==> src/rtl/bytes2bits_stream.sv <==
`default_nettype none
// ============================================================================
//  Module   : bytes2bits_stream
//  Purpose  : Streaming byte-to-word unpacker. Bytes enter one per handshake
//             and leave as OUT_W-bit words taken LSB-first from the stream.
//  Revision : 1.0 - initial release
// ============================================================================
module bytes2bits_stream #(
    parameter int OUT_W = 12
) (
    input  logic             clk_i,
    input  logic             rst_i,
    input  logic             in_valid_i,
    output logic             in_ready_o,
    input  logic [7:0]       in_byte_i,
    input  logic             in_last_i,
    output logic             out_valid_o,
    input  logic             out_ready_i,
    output logic [OUT_W-1:0] out_data_o,
    output logic             out_last_o
);

    localparam int BUF_W = OUT_W + 8;
    localparam int CNT_W = $clog2(BUF_W + 1);
    localparam logic [CNT_W-1:0] C_OUT_W = CNT_W'(OUT_W);
    localparam logic [CNT_W-1:0] C_BYTE  = CNT_W'(8);

    logic [BUF_W-1:0] buf_q;
    logic [BUF_W-1:0] buf_d;
    logic [CNT_W-1:0] cnt_q;
    logic [CNT_W-1:0] cnt_d;
    logic             drain_q;
    logic             drain_d;

    logic             w_in_ready;
    logic             w_out_valid;
    logic             w_out_last;
    logic             w_in_accept;
    logic             w_out_accept;
    logic [BUF_W-1:0] w_shift_buf;
    logic [CNT_W-1:0] w_shift_cnt;

    // Status is derived from registered state only, so no input reaches an
    // output combinationally.
    always_comb begin
        w_in_ready   = !drain_q && (cnt_q <= C_OUT_W);
        w_out_valid  = (cnt_q >= C_OUT_W) || (drain_q && (cnt_q != '0));
        w_out_last   = drain_q && (cnt_q <= C_OUT_W) && w_out_valid;
        w_in_accept  = in_valid_i && w_in_ready;
        w_out_accept = w_out_valid && out_ready_i;
    end

    always_comb begin
        w_shift_buf = buf_q;
        w_shift_cnt = cnt_q;
        if (w_out_accept) begin
            w_shift_buf = buf_q >> OUT_W;
            w_shift_cnt = (cnt_q >= C_OUT_W) ? (cnt_q - C_OUT_W) : '0;
        end

        buf_d   = w_shift_buf;
        cnt_d   = w_shift_cnt;
        drain_d = drain_q;

        // The new byte lands directly above the bits that survive the shift.
        if (w_in_accept) begin
            buf_d = w_shift_buf | (BUF_W'(in_byte_i) << w_shift_cnt);
            cnt_d = w_shift_cnt + C_BYTE;
            if (in_last_i) begin
                drain_d = 1'b1;
            end
        end

        if (w_out_accept && w_out_last) begin
            drain_d = 1'b0;
        end
    end

    always_ff @(posedge clk_i) begin
        if (rst_i) begin
            buf_q   <= '0;
            cnt_q   <= '0;
            drain_q <= 1'b0;
        end else begin
            buf_q   <= buf_d;
            cnt_q   <= cnt_d;
            drain_q <= drain_d;
        end
    end

    assign in_ready_o  = w_in_ready;
    assign out_valid_o = w_out_valid;
    assign out_last_o  = w_out_last;
    assign out_data_o  = buf_q[OUT_W-1:0];

endmodule
`default_nettype wire

==> config.mk <==
export PLATFORM = sky130hd
export DESIGN_NAME = bytes2bits_stream
export DESIGN_NICKNAME = d
export VERILOG_FILES = /design/src/rtl/bytes2bits_stream.sv
export SDC_FILE = /design/constraint.sdc
export NUM_CORES = 1
export LEC_CHECK = 0
export ABC_AREA = 1
export BUFFER_PORTS_ARGS = -buffer_cell sky130_fd_sc_hd__buf_2
export CORE_MARGIN = 3
export CORE_UTILIZATION = 50
export DETAILED_ROUTE_END_ITERATION = 6
export PLACE_DENSITY = 0.75
export SYNTH_ARGS = -nofsm -noshare
export SYNTH_HDL_FRONTEND = slang
export SYNTH_SLANG_ARGS = --single-unit
==> constraint.sdc <==
create_clock -name clk_i -period 1.7 [get_ports clk_i]
set_input_delay 0.51 -clock clk_i [delete_from_list [all_inputs] [get_ports clk_i]]
set_output_delay 0.51 -clock clk_i [all_outputs]
set_load 0.03 [all_outputs]
==> reports/results.env, run 1 <==
OUTCOME='finished with violations'
VIOLATIONS_IN_THE_FINAL_REPORTS='negative setup slack'
TIMING.CRITICAL_PATH.FROM_TYPE='flip-flop'
NUMBER_OF_WARNINGS_PRINTED_DURING_YOSYS_SYNTHESIS=0
GRT_MAX_DEGREE=27
GP_ROUTABILITY_CONGESTION=1.01
GRT_ANTENNA_BEFORE_REPAIR=0
CLOCK-SKEW-FINAL_NS=0.0164
WORST_IR_DROP_VDD_uV=567
POST-ROUTE-WORST-SETUP-SLACK_NS=-0.525
STARTING_DENSITY_OF_THE_CORE=0.539
TIMING.FINAL.HOLD_VIOLATIONS=0
PLACE_WORST_SETUP_SLACK_NS=-0.206
CLKSINKCOUNT=26
GRT_PASS1_WL_UM=9920
INTERNAL_POWER_W=0.00137
POWER.DENSITY_nW_PER_UM2=860
MIN-DELAY-PATH-CLASS='in2reg'
SYNTH_SEQ_AREA_SHARE=0.306
FINAL_NETS=324
TIMING.CRITICAL_PATH.REQUIRED_NS=1.98
BOUNDARYPINS=28
LAYOUT-DRIVE-GT1-SHARE=0.558
YOSYS.CELL_TYPES.COUNT=29
MOSTFREQUENTLAYOUTCELLS='sky130_fd_sc_hd__nand2_1 (55), sky130_fd_sc_hd__buf_4 (31), sky130_fd_sc_hd__dfxtp_1 (24), sky130_fd_sc_hd__buf_2 (24), sky130_fd_sc_hd__nand3_2 (23)'
SYNTH_ASYNC_SR_FLOP_SHARE=0
MAX_CAPACITANCE_VIOLATION_COUNT=0
FINAL_PERIOD_MINUS_WORST_SETUP_SLACK_NS=2.22
DOMINANTREGCELLSYNTH='sky130_fd_sc_hd__dfxtp_1'
HEIGHT_OF_THE_DIE_UM=64.3
SLACK_OF_THE_WORST_REG_TO_REG_PATH_NS=-0.52
LAYOUT.CELLS.MOST_COMMON='sky130_fd_sc_hd__nand2_1'
GRT_PASS1_VIAS=2035
AVERAGE_WIRE_LENGTH_PER_CELL_AFTER_DETAIL_ROUTING_UM=20.7
ANTENNADIODECOUNT=0
VIAS=2223
FP.COREAREA_UM2=3150
NET_LOAD_SWITCHING_POWER_W=0.000952
GRT-OVFL-TOTAL=0
H-TREE-DEPTH=1
REGTOREGENDPOINT='buf_q[11]'
R2R_CELLS=15
SYNTHCELLS=257
FINALCRITPERIODSHARE=1.31
COMBINATIONALPOWERSHARE=0.491
NUMBER_OF_SYNTHESIZED_REGISTER_BITS=26
EDFF_COUNT_SYNTH=0
OVERALL_DIE_AREA_UM2=4140
SYNTHESIS.AREA_PER_INSTANCE_UM2=6.62
INPUT_OUTPUT_BUFFERS=27
WHS_ENDPOINT='drain_q'
GRTUSAGETOTAL=0.312
TIGHTESTPINTRANSITION_NS=0.582
HOLD_PATH.STARTPOINT='in_last_i'
DRCVIOLATIONCOUNT=0
TIMING.SLEW.HEADROOM=0.612
R2R_START='cnt_q[3]'
SETUP.WORST_PATH.CLASS='reg2reg'
WORSTSKEWPAIRLATENCY_NS=0.36
TIMING.HOLD.WORST_PATH_DEPTH=3
SEQUENTIALPOWERSHARE=0.311
ITERATION_COUNT_OF_THE_INITIAL_DETAILED_ROUTING_PASS=5
P_LEAK_nW=1.13
NET_COUNT_OF_THE_MAPPED_NETLIST=272
FIN_HOLD_WS_NS=0.444
TIMING.FMAX_MHz=449
NUMBER_OF_SLEW_LIMIT_VIOLATIONS_IN_THE_FINAL_REPORT=0
POWER.SWITCHING_FRACTION=0.411
NUM_ROWS=20
CTS_MAX_PATH_BUFFERS=2
RSZ0062_AT_GRT='true'
ROOT_BUFFER='sky130_fd_sc_hd__clkbuf_4'
DETAIL_ROUTE.WIRELENGTH_UM=7290
CRITICAL_PATH.ENDPOINT_TYPE='flip-flop'
DP.FINAL_HPWL_UM=3380
SYN_AREA_UM2=1700
DRT-INITIAL-DRC-COUNT=267
CP.ARRIVAL_NS=2.50
ANT_NETS=0
CTS.CLK_SLEW.WORST_PATHS_NS=0.17
NUMCTSBUFFERS=3
UTILIZATION=0.854
WORSTPATHMAXFANOUT=11
CLKPWRFRAC=0.198
REPORT.FINAL.SETUP_VIOL=26
TRITONCTS='yes'
REPORT.POWER.TOTAL_W=0.00232
CTS-HOLD-FIX-BUFFERS=0
VIAS_PER_CELL=6.32
SYN2LAYOUT_AREA_GROWTH_PCT=58.4
DIEWIDTH_UM=64.3
layout make-up:
cell class	count	area, um2
timing repair buffer	69	528
tap	44	55.1
sequential	26	528
fill	173	459
clock inverter	1	30.0
clock buffer	3	22.5
inverter	24	103
multi-input combinational	185	1430
registers in the layout (all words and copies together) (netlist names):
name     count
buf_q       20
cnt_q        5
drain_q      1
worst max-delay path: stages (launching register included):
cell	delay, ns
sky130_fd_sc_hd__dfxtp_4	0.39
sky130_fd_sc_hd__ha_4	0.16
sky130_fd_sc_hd__inv_2	0.06
sky130_fd_sc_hd__nor2_4	0.04
sky130_fd_sc_hd__a21oi_4	0.16
sky130_fd_sc_hd__nand2_4	0.10
sky130_fd_sc_hd__buf_6	0.13
sky130_fd_sc_hd__nand3_4	0.13
sky130_fd_sc_hd__nand2_8	0.13
sky130_fd_sc_hd__nand2_2	0.14
sky130_fd_sc_hd__nand3_2	0.11
sky130_fd_sc_hd__nand2_2	0.13
sky130_fd_sc_hd__inv_2	0.05
sky130_fd_sc_hd__o21ai_1	0.16
sky130_fd_sc_hd__nand2_1	0.09
sky130_fd_sc_hd__a21oi_1	0.16
power by group through the flow:
stage | logic (W) | registers, W | clock network, W
after floorplan | 0.000565 | 0.000723 | 0
after global placement | 0.000764 | 0.000724 | 0
after detailed placement | 0.000772 | 0.000727 | 0
after CTS | 0.000976 | 0.000715 | 0.000442
after global routing | 0.00118 | 0.000727 | 0.000477
final | 0.00114 | 0.000720 | 0.000460
routing by layer:
metal  vias to the layer above  global-route usage  share of wire
met1                      1029               0.355           0.36
met4                         0               0.142          0.076
met5                         -                   0              0
met2                       186               0.559           0.47
met3                        65              0.0580          0.095
li1                        943                   -              -
logic make-up after synthesis:
| kind of cell | count (synthesis) | synth area share |
|---|---|---|
| buffers and inverters | 46 | 0.141 |
| AND/OR/NAND/NOR | 151 | 0.419 |
| adder cells (fa/ha/maj) | 2 | 0.0147 |
| AO/OA/AOI/OAI | 32 | 0.119 |
| flip-flops | 26 | 0.306 |
worst max path at each step:
stage | start | end | cells after the start
finish | cnt_q[3] | buf_q[11] | 15
global route | cnt_q[2] | buf_q[11] | 15
CTS | cnt_q[2] | in_ready_o | 7
detailed placement | cnt_q[2] | buf_q[12] | 12
global placement | cnt_q[2] | buf_q[14] | 10
floorplan | cnt_q[2] | buf_q[8] | 12
synthesized netlist by cell type (2+ instances only):
cell	instances	area (um2)
sky130_fd_sc_hd__a21oi_1	12	60.1
sky130_fd_sc_hd__a31oi_1	12	75.1
sky130_fd_sc_hd__buf_2	2	10.0
sky130_fd_sc_hd__buf_4	13	97.6
sky130_fd_sc_hd__buf_6	2	22.5
sky130_fd_sc_hd__clkbuf_1	4	15.0
sky130_fd_sc_hd__dfxtp_1	26	521
sky130_fd_sc_hd__ha_1	2	25.0
sky130_fd_sc_hd__inv_1	18	67.6
sky130_fd_sc_hd__inv_2	6	22.5
sky130_fd_sc_hd__nand2_1	71	267
sky130_fd_sc_hd__nand2_2	8	50.1
sky130_fd_sc_hd__nand2_4	2	22.5
sky130_fd_sc_hd__nand3_1	45	225
sky130_fd_sc_hd__nand3_2	2	20.0
sky130_fd_sc_hd__nor2_1	11	41.3
sky130_fd_sc_hd__nor2_2	5	31.3
sky130_fd_sc_hd__nor3_1	3	15.0
sky130_fd_sc_hd__o21ai_1	3	15.0
repair_timing:
action,CTS,global route
setup endpoints to repair,25,26
setup buffers,9,3
gates resized for setup,83,23
pin swaps,24,13
per-stage QoR:
| step | instance area, um2 | cells | setup TNS, ns |
|---|---|---|---|
| 2_1_floorplan | 1800 | 257 | -1.70 |
| 3_5_place_dp | 2060 | 336 | -3.21 |
| 5_1_grt | 2690 | 352 | -10.27 |
| 4_1_cts | 2570 | 349 | -5.95 |
| 6_report | 2690 | 352 | -8.11 |
| 3_3_place_gp | 2060 | 336 | -2.66 |
Power figures use the tool's default switching activity.
==> inputs of run 2 (changes only) <==
==> constraint.sdc (replaced) <==
create_clock -name clk_i -period 1.7 [get_ports clk_i]
set_input_delay 0 -clock clk_i [delete_from_list [all_inputs] [get_ports clk_i]]
set_output_delay 0 -clock clk_i [all_outputs]
set_load 0.03 [all_outputs]
==> run 2 against run 1 <==
Against the previous run:
- the run still ends with negative setup slack left
- total power down 7.9%
- worst setup slack better by 0.17 ns
- routed wire length down 19%
- sequential cell count unchanged
- non-clock buffer count down 5
- critical path depth down 1
- via count down 6.9%
- count of clock-buffer cells in the layout unchanged
- utilization down 5.8 points
- fmax up 8.2%
- critical path type unchanged
- highest routed layer unchanged
==> reports/results.env, run 2 (synthesized netlist as in run 1, its figures left out) <==
TIMING.SLEW.HEADROOM=0.647
VIAS_PER_CELL=5.96
CTS.CLK_SLEW.WORST_PATHS_NS=0.16
TIMING.CRITICAL_PATH.SLOWEST_STAGE_CELL='sky130_fd_sc_hd__dfxtp_4'
CLKPWRFRAC=0.214
SYN2LAYOUT_AREA_GROWTH_PCT=47.6
HOLD_PATH.STARTPOINT='rst_i'
CP.ARRIVAL_NS=2.29
TIMING.CRITICAL_PATH.REQUIRED_NS=1.93
NUM_ROWS=20
SEQUENTIALPOWERSHARE=0.336
POWER.DENSITY_nW_PER_UM2=850
DETAILED_PLACE.AREA_UM2=2080
INTERNAL_POWER_W=0.00128
WORSTPATHMAXFANOUT=8
ROOT_BUFFER='sky130_fd_sc_hd__clkbuf_4'
LAYOUT_TOP_REGISTERS='buf_q: 20 flops, cnt_q: 5 flops, drain_q: 1 flops'
NET_LOAD_SWITCHING_POWER_W=0.000851
TIMING.CRITICAL_PATH.FROM_TYPE='flip-flop'
FINAL_PERIOD_MINUS_WORST_SETUP_SLACK_NS=2.06
ANTENNADIODECOUNT=0
DIEWIDTH_UM=64.3
STARTING_DENSITY_OF_THE_CORE=0.539
VIAS=2069
CLOCK-SKEW-FINAL_NS=0.00878
GRT_ANTENNA_BEFORE_REPAIR=0
POWER.SWITCHING_FRACTION=0.399
CTS_MAX_PATH_BUFFERS=2
LARGEST_REGISTER_FFS=20
FIN_SETUP_TNS_NS=-4.47
POST-ROUTE-WORST-SETUP-SLACK_NS=-0.355
NUMCTSBUFFERS=3
TRITONCTS='yes'
LAYOUT-DRIVE-GT1-SHARE=0.502
CP_TOP_FAMILY='simple AND/OR/NAND/NOR gates'
CRITICAL_PATH.ENDPOINT_TYPE='flip-flop'
P_LEAK_nW=1.07
GRT_MAX_DEGREE=27
R2R_CELLS=14
DP.FINAL_HPWL_UM=3290
OVERALL_DIE_AREA_UM2=4140
WORSTSKEWPAIRLATENCY_NS=0.35
CPMOSTUSEDCELL='sky130_fd_sc_hd__nand3_2'
PLACE_INST=335
NUMBER_OF_SLEW_LIMIT_VIOLATIONS_IN_THE_FINAL_REPORT=0
TIMING.FMAX_MHz=487
GRT_PASS1_WL_UM=7560
HEIGHT_OF_THE_DIE_UM=64.3
REGTOREGENDPOINT='buf_q[17]'
H-TREE-DEPTH=1
GP_ROUTABILITY_CONGESTION=0.932
DRCVIOLATIONCOUNT=0
POST_LAYOUT_NONFILLER_INSTANCES=347
ITERATION_COUNT_OF_THE_INITIAL_DETAILED_ROUTING_PASS=5
GRT_PASS1_VIAS=1654
UTILIZATION=0.796
SLACK_OF_THE_WORST_REG_TO_REG_PATH_NS=-0.36
CP_CELL_SEQUENCE='ha_4, inv_4, nor2_4, a21oi_4, nand2_4, nand3_4, buf_8, nand3_2, nand3_2, nand3_2, nand3_1, nand2_1, nand2_1, a21oi_1'
OUTCOME='finished with violations'
COMBINATIONALPOWERSHARE=0.451
TIMING.FINAL.HOLD_VIOLATIONS=0
FP.COREAREA_UM2=3150
FINISH.INSTANCE_AREA_UM2=2510
VIOLATIONS_IN_THE_FINAL_REPORTS='negative setup slack'
MOSTFREQUENTLAYOUTCELLS='sky130_fd_sc_hd__nand2_1 (60), sky130_fd_sc_hd__buf_4 (30), sky130_fd_sc_hd__buf_2 (26), sky130_fd_sc_hd__dfxtp_1 (24), sky130_fd_sc_hd__nand3_2 (21)'
INPUT_OUTPUT_BUFFERS=27
DRT-INITIAL-DRC-COUNT=164
TIMING.CRITICAL_PATH.BUF_INV=2
MAX_CAPACITANCE_VIOLATION_COUNT=0
DETAIL_ROUTE.WIRELENGTH_UM=5930
R2R_START='cnt_q[3]'
GRT-OVFL-TOTAL=0
FINALCRITPERIODSHARE=1.21
WHS_ENDPOINT='cnt_q[2]'
MIN-DELAY-PATH-CLASS='in2reg'
REPORT.FINAL.SETUP_VIOL=23
CLKSINKCOUNT=26
GRTUSAGETOTAL=0.231
SLOWEST_DELAY_NS=0.40
TIMING.HOLD.WORST_PATH_DEPTH=2
ANT_NETS=0
SETUP.WORST_PATH.CLASS='reg2reg'
BOUNDARYPINS=28
PLACE_WORST_SETUP_SLACK_NS=-0.200
RSZ0062_AT_GRT='true'
AVERAGE_WIRE_LENGTH_PER_CELL_AFTER_DETAIL_ROUTING_UM=17.1
WORST_IR_DROP_VDD_uV=830
REGMOSTFLOPS='buf_q'
LAYOUT.CELLS.MOST_COMMON='sky130_fd_sc_hd__nand2_1'
TIGHTESTPINTRANSITION_NS=0.530
FINAL_NETS=319
## run 2: cell count changes in the layout (fill, tap and decap cells not counted), sizes merged
cell and delta:
buf -6, dlygate4sd3 +1
## run 2: routing by layer
metal,share of wire,track usage,vias up
met5,0,0,-
met4,0.043,0.0660,0
met2,0.48,0.375,153
met3,0.095,0.0457,42
met1,0.39,0.310,948
li1,-,-,926
## run 2: area by class of cell
class / instances / area (um2)
clock buffer: 3 / 22.5
clock inverter: 1 / 30.0
fill: 206 / 643
inverter: 24 / 108
multi-input combinational: 185 / 1310
sequential: 26 / 528
tap: 44 / 55.1
timing repair buffer: 64 / 457
## run 2: metrics by stage
step	power (W)	hold WS, ns
6_report	0.00213	0.0902
2_1_floorplan	0.00129	0.216
5_1_grt	0.00222	0.106
3_5_place_dp	0.00151	0.340
4_1_cts	0.00200	0.0920
3_3_place_gp	0.00150	0.324
## run 2: how the worst max path moves through the flow
stage | slack, ns | start | end | cells past startpoint
global placement | -0.18 | cnt_q[2] | buf_q[12] | 12
floorplan | -0.12 | cnt_q[2] | buf_q[8] | 12
global route | -0.46 | cnt_q[3] | buf_q[17] | 14
detailed placement | -0.20 | cnt_q[2] | buf_q[12] | 12
CTS | -0.15 | cnt_q[3] | buf_q[6] | 12
finish | -0.36 | cnt_q[3] | buf_q[17] | 14
## run 2: repair_timing
item | CTS | global route
pin swaps | 2 | 29
cloned | 0 | 0
hold buffers | 1 | 0
hold endpoints to repair | 1 | 0
gates resized for setup | 19 | 52
setup buffers | 3 | 4
setup endpoints to repair | 23 | 24
## run 2: power by group through the flow
stage / registers (W) / logic [W] / clock network, W
2_1_floorplan: 0.000723 / 0.000568 / 0
3_3_place_gp: 0.000725 / 0.000775 / 0
3_5_place_dp: 0.000727 / 0.000780 / 0
4_1_cts: 0.000714 / 0.000841 / 0.000444
5_1_grt: 0.000723 / 0.00102 / 0.000472
6_report: 0.000717 / 0.000962 / 0.000456
==> inputs of run 3 (changes only) <==
--- a/config.mk
+++ b/config.mk
@@ -5,12 +5,13 @@
 export SDC_FILE = /design/constraint.sdc
 export NUM_CORES = 1
 export LEC_CHECK = 0
-export ABC_AREA = 1
+export ABC_AREA = 0
 export BUFFER_PORTS_ARGS = -buffer_cell sky130_fd_sc_hd__buf_2
+export CAP_MARGIN = 25
 export CORE_MARGIN = 3
-export CORE_UTILIZATION = 50
+export CORE_UTILIZATION = 51
 export DETAILED_ROUTE_END_ITERATION = 6
-export PLACE_DENSITY = 0.75
+export PLACE_DENSITY = 0.76
 export SYNTH_ARGS = -nofsm -noshare
 export SYNTH_HDL_FRONTEND = slang
 export SYNTH_SLANG_ARGS = --single-unit
==> run 3 against run 2 <==
Against the previous run:
- the flow still finishes with violations (negative setup slack)
- count of clock-buffer cells in the layout increased by 1
- sequential share of layout area decreased by 1.4 points
- first-iteration DRC count increased by 32%
- via count decreased by 3.9%
- non-clock buffer count increased by 18
- fmax decreased by 4.4%
- sequential power decreased by 0.7%
- routed wire length increased by 5.7%
- register-to-register slack got worse by 0.096 ns
- final cell count decreased by 6.9%
==> reports/results.env, run 3 <==
OUTCOME='finished with violations'
VIOLATIONS_IN_THE_FINAL_REPORTS='negative setup slack'
ANT_NETS=0
CLKSINKCOUNT=26
NUMCTSBUFFERS=3
DIEWIDTH_UM=65.8
MAX_CAPACITANCE_VIOLATION_COUNT=0
DOMINANTREGCELLSYNTH='sky130_fd_sc_hd__dfxtp_1'
FINAL_NETS=293
LARGEST_REGISTER_FFS=20
FP.COREAREA_UM2=3390
ROOT_BUFFER='sky130_fd_sc_hd__clkbuf_4'
GRTUSAGETOTAL=0.268
NUMBER_OF_SLEW_LIMIT_VIOLATIONS_IN_THE_FINAL_REPORT=0
YOSYS-MUX-AREA-FRACTION=0.153
CLOCK-SKEW-FINAL_NS=0.00322
RSZ0062_AT_GRT='true'
SYNTH_TOP_CELLS_BY_AREA='sky130_fd_sc_hd__dfxtp_1 (29%), sky130_fd_sc_hd__mux2i_1 (13%), sky130_fd_sc_hd__buf_4 (5.4%), sky130_fd_sc_hd__nand2_1 (4.7%), sky130_fd_sc_hd__a21oi_1 (3.0%)'
TIMING.FMAX_MHz=465
LEADING_AREA_CONTRIBUTOR_AFTER_SYNTHESIS='sky130_fd_sc_hd__dfxtp_1'
DRCVIOLATIONCOUNT=0
NUMBER_OF_SYNTHESIZED_REGISTER_BITS=26
REGTOREGENDPOINT='buf_q[13]'
VIAS_PER_CELL=6.16
SYNTH_ASYNC_SR_FLOP_SHARE=0
GRT_PASS1_WL_UM=8880
ANTENNADIODECOUNT=0
TIMING.CRITICAL_PATH.FROM_TYPE='flip-flop'
LAYOUT_TOP_REGISTERS='buf_q: 20 flops, cnt_q: 5 flops, drain_q: 1 flops'
FIN_SETUP_TNS_NS=-8.77
TIGHTESTPINTRANSITION_NS=0.485
MOSTFREQUENTLAYOUTCELLS='sky130_fd_sc_hd__buf_4 (40), sky130_fd_sc_hd__buf_2 (24), sky130_fd_sc_hd__dfxtp_1 (22), sky130_fd_sc_hd__nand2_1 (17), sky130_fd_sc_hd__buf_6 (17)'
R2R_CELLS=10
PLACE_WORST_SETUP_SLACK_NS=-0.414
SYNTH.TOP_CELLS.BY_COUNT='sky130_fd_sc_hd__dfxtp_1 (26), sky130_fd_sc_hd__mux2i_1 (23), sky130_fd_sc_hd__nand2_1 (23)'
FINAL_PERIOD_MINUS_WORST_SETUP_SLACK_NS=2.15
SYN_AREA_UM2=1820
GRT_PASS1_VIAS=1795
REGMOSTFLOPS='buf_q'
WORSTSKEWPAIRLATENCY_NS=0.33
SYNTH_SIMPLE_GATE_AREA_SHARE=0.207
UTILIZATION=0.796
OVERALL_DIE_AREA_UM2=4330
POST_SYNTH_XOR_AREA_FRACTION=0
CTS.CLK_SLEW.WORST_PATHS_NS=0.15
SETUP.WORST_PATH.CLASS='reg2reg'
SYNTH.TOP_CELL.AREA_SHARE=0.286
SYN2LAYOUT_AREA_GROWTH_PCT=48.0
WHS_ENDPOINT='drain_q'
LAYOUT-DRIVE-GT1-SHARE=0.534
SEQCELLAREA_UM2=531
VIAS=1989
POST-ROUTE-WORST-SETUP-SLACK_NS=-0.451
SYNTHESIS.AREA_PER_INSTANCE_UM2=8.40
NUMBER_OF_WARNINGS_PRINTED_DURING_YOSYS_SYNTHESIS=0
AVERAGE_WIRE_LENGTH_PER_CELL_AFTER_DETAIL_ROUTING_UM=19.4
REPORT.FINAL.SETUP_VIOL=26
GRT-OVFL-TOTAL=0
POWER.DENSITY_nW_PER_UM2=758
LAYOUT.CELLS.MOST_COMMON='sky130_fd_sc_hd__buf_4'
INPUT_OUTPUT_BUFFERS=27
MULTI_INPUT_AREA_UM2=1410
DETAIL_ROUTE.WIRELENGTH_UM=6270
HOLD_PATH.STARTPOINT='in_valid_i'
CTS_MAX_PATH_BUFFERS=2
TIMING.HOLD.WORST_PATH_DEPTH=3
SYNTH_TOP_FAMILY_BY_AREA='compound AO/OA/AOI/OAI gates'
H-TREE-DEPTH=1
HEIGHT_OF_THE_DIE_UM=65.8
P_LEAK_nW=1.14
YOSYS.AREA_SHARE.ADDER=0.0137
STARTING_DENSITY_OF_THE_CORE=0.538
FINALCRITPERIODSHARE=1.27
R2R_START='cnt_q[3]'
FILLERS=202
BOUNDARYPINS=28
MIN-DELAY-PATH-CLASS='in2reg'
WORST_IR_DROP_VDD_uV=525
SYNTH_SEQ_AREA_SHARE=0.286
GRT_ANTENNA_BEFORE_REPAIR=0
WORSTPATHMAXFANOUT=4
NUM_ROWS=21
SYNTHCELLS=217
YOSYSMOSTFREQUENTCELL='sky130_fd_sc_hd__dfxtp_1'
SLACK_OF_THE_WORST_REG_TO_REG_PATH_NS=-0.45
TIMING.CRITICAL_PATH.REQUIRED_NS=1.96
NET_COUNT_OF_THE_MAPPED_NETLIST=232
CRITICAL_PATH.ENDPOINT_TYPE='flip-flop'
ITERATION_COUNT_OF_THE_INITIAL_DETAILED_ROUTING_PASS=4
CTS-HOLD-FIX-BUFFERS=0
GP_ROUTABILITY_CONGESTION=0.943
TIMING.SLEW.HEADROOM=0.673
GRT_MAX_DEGREE=21
TIMING.FINAL.HOLD_VIOLATIONS=0
EDFF_COUNT_SYNTH=0
TRITONCTS='yes'
DRT-INITIAL-DRC-COUNT=217
YOSYS.CELL_TYPES.COUNT=49
CP.ARRIVAL_NS=2.41
SYNTHESIZED_AREA_FRACTION_OCCUPIED_BY_AO_OA_AOI_AND_OAI_CELLS=0.231
DP.FINAL_HPWL_UM=3790
run 3: how the worst max path moves through the flow:
| stage | startpoint | to | slack (ns) | cells after the start |
|---|---|---|---|---|
| 2_1_floorplan | cnt_q[2] | buf_q[5] | -0.48 | 9 |
| 4_1_cts | cnt_q[2] | buf_q[12] | -0.36 | 8 |
| 5_1_grt | cnt_q[2] | buf_q[4] | -0.49 | 10 |
| 3_5_place_dp | cnt_q[2] | buf_q[7] | -0.41 | 8 |
| 6_report | cnt_q[3] | buf_q[13] | -0.45 | 10 |
| 3_3_place_gp | cnt_q[2] | buf_q[10] | -0.34 | 10 |
run 3: routing by layer:
| layer | global-route usage | up-vias | wire [um] |
|---|---|---|---|
| met1 | 0.355 | 958 | 2500 |
| li1 | - | 904 | - |
| met5 | 0 | - | 0 |
| met3 | 0.0510 | 20 | 467 |
| met2 | 0.442 | 107 | 3150 |
| met4 | 0.0725 | 0 | 155 |
run 3: kinds of logic after synthesis:
family,Yosys count
compound gates,59
fa+ha+maj,2
mux,26
simple gates,70
flops,26
buf+inv,34
run 3: through the flow:
stage	total power, W	hold WS (ns)	cell area [um2]	std cells
2_1_floorplan	0.00124	0.194	1870	217
3_3_place_gp	0.00144	0.372	2240	311
3_5_place_dp	0.00145	0.366	2240	311
4_1_cts	0.00185	0.0153	2450	319
5_1_grt	0.00212	0.0677	2700	323
6_report	0.00205	0.0678	2700	323
run 3: critical path, stage by stage, from the launching register on:
cell                       delay [ns]
sky130_fd_sc_hd__dfxtp_4         0.39
sky130_fd_sc_hd__buf_6           0.12
sky130_fd_sc_hd__inv_2           0.06
sky130_fd_sc_hd__ha_4            0.12
sky130_fd_sc_hd__nor4b_4         0.28
sky130_fd_sc_hd__buf_4           0.17
sky130_fd_sc_hd__o211ai_1        0.16
sky130_fd_sc_hd__and2_4          0.25
sky130_fd_sc_hd__o21ai_4         0.23
sky130_fd_sc_hd__nand2_2         0.13
sky130_fd_sc_hd__o22ai_1         0.18
run 3: area by class of cell:
class / instances / area share
multi-input combinational: 157 / 0.522
timing repair buffer: 82 / 0.234
sequential: 26 / 0.197
tap: 46 / 0.0213
clock buffer: 4 / 0.0135
inverter: 8 / 0.0121
run 3: repair_timing:
item | CTS | global route
endpoints found under the setup margin | 26 | 27
cloned | 1 | 0
endpoints found under the hold margin | 0 | 0
pin swaps | 10 | 26
setup buffers | 3 | 4
gates resized for setup | 33 | 56
run 3: power by group:
group / internal [W] / switching, W / total [W]
sequential: 0.000668 / 0.0000439 / 0.000712
clock: 0.000131 / 0.000196 / 0.000327
combinational: 0.000469 / 0.000538 / 0.00101
total: 0.00127 / 0.000777 / 0.00205
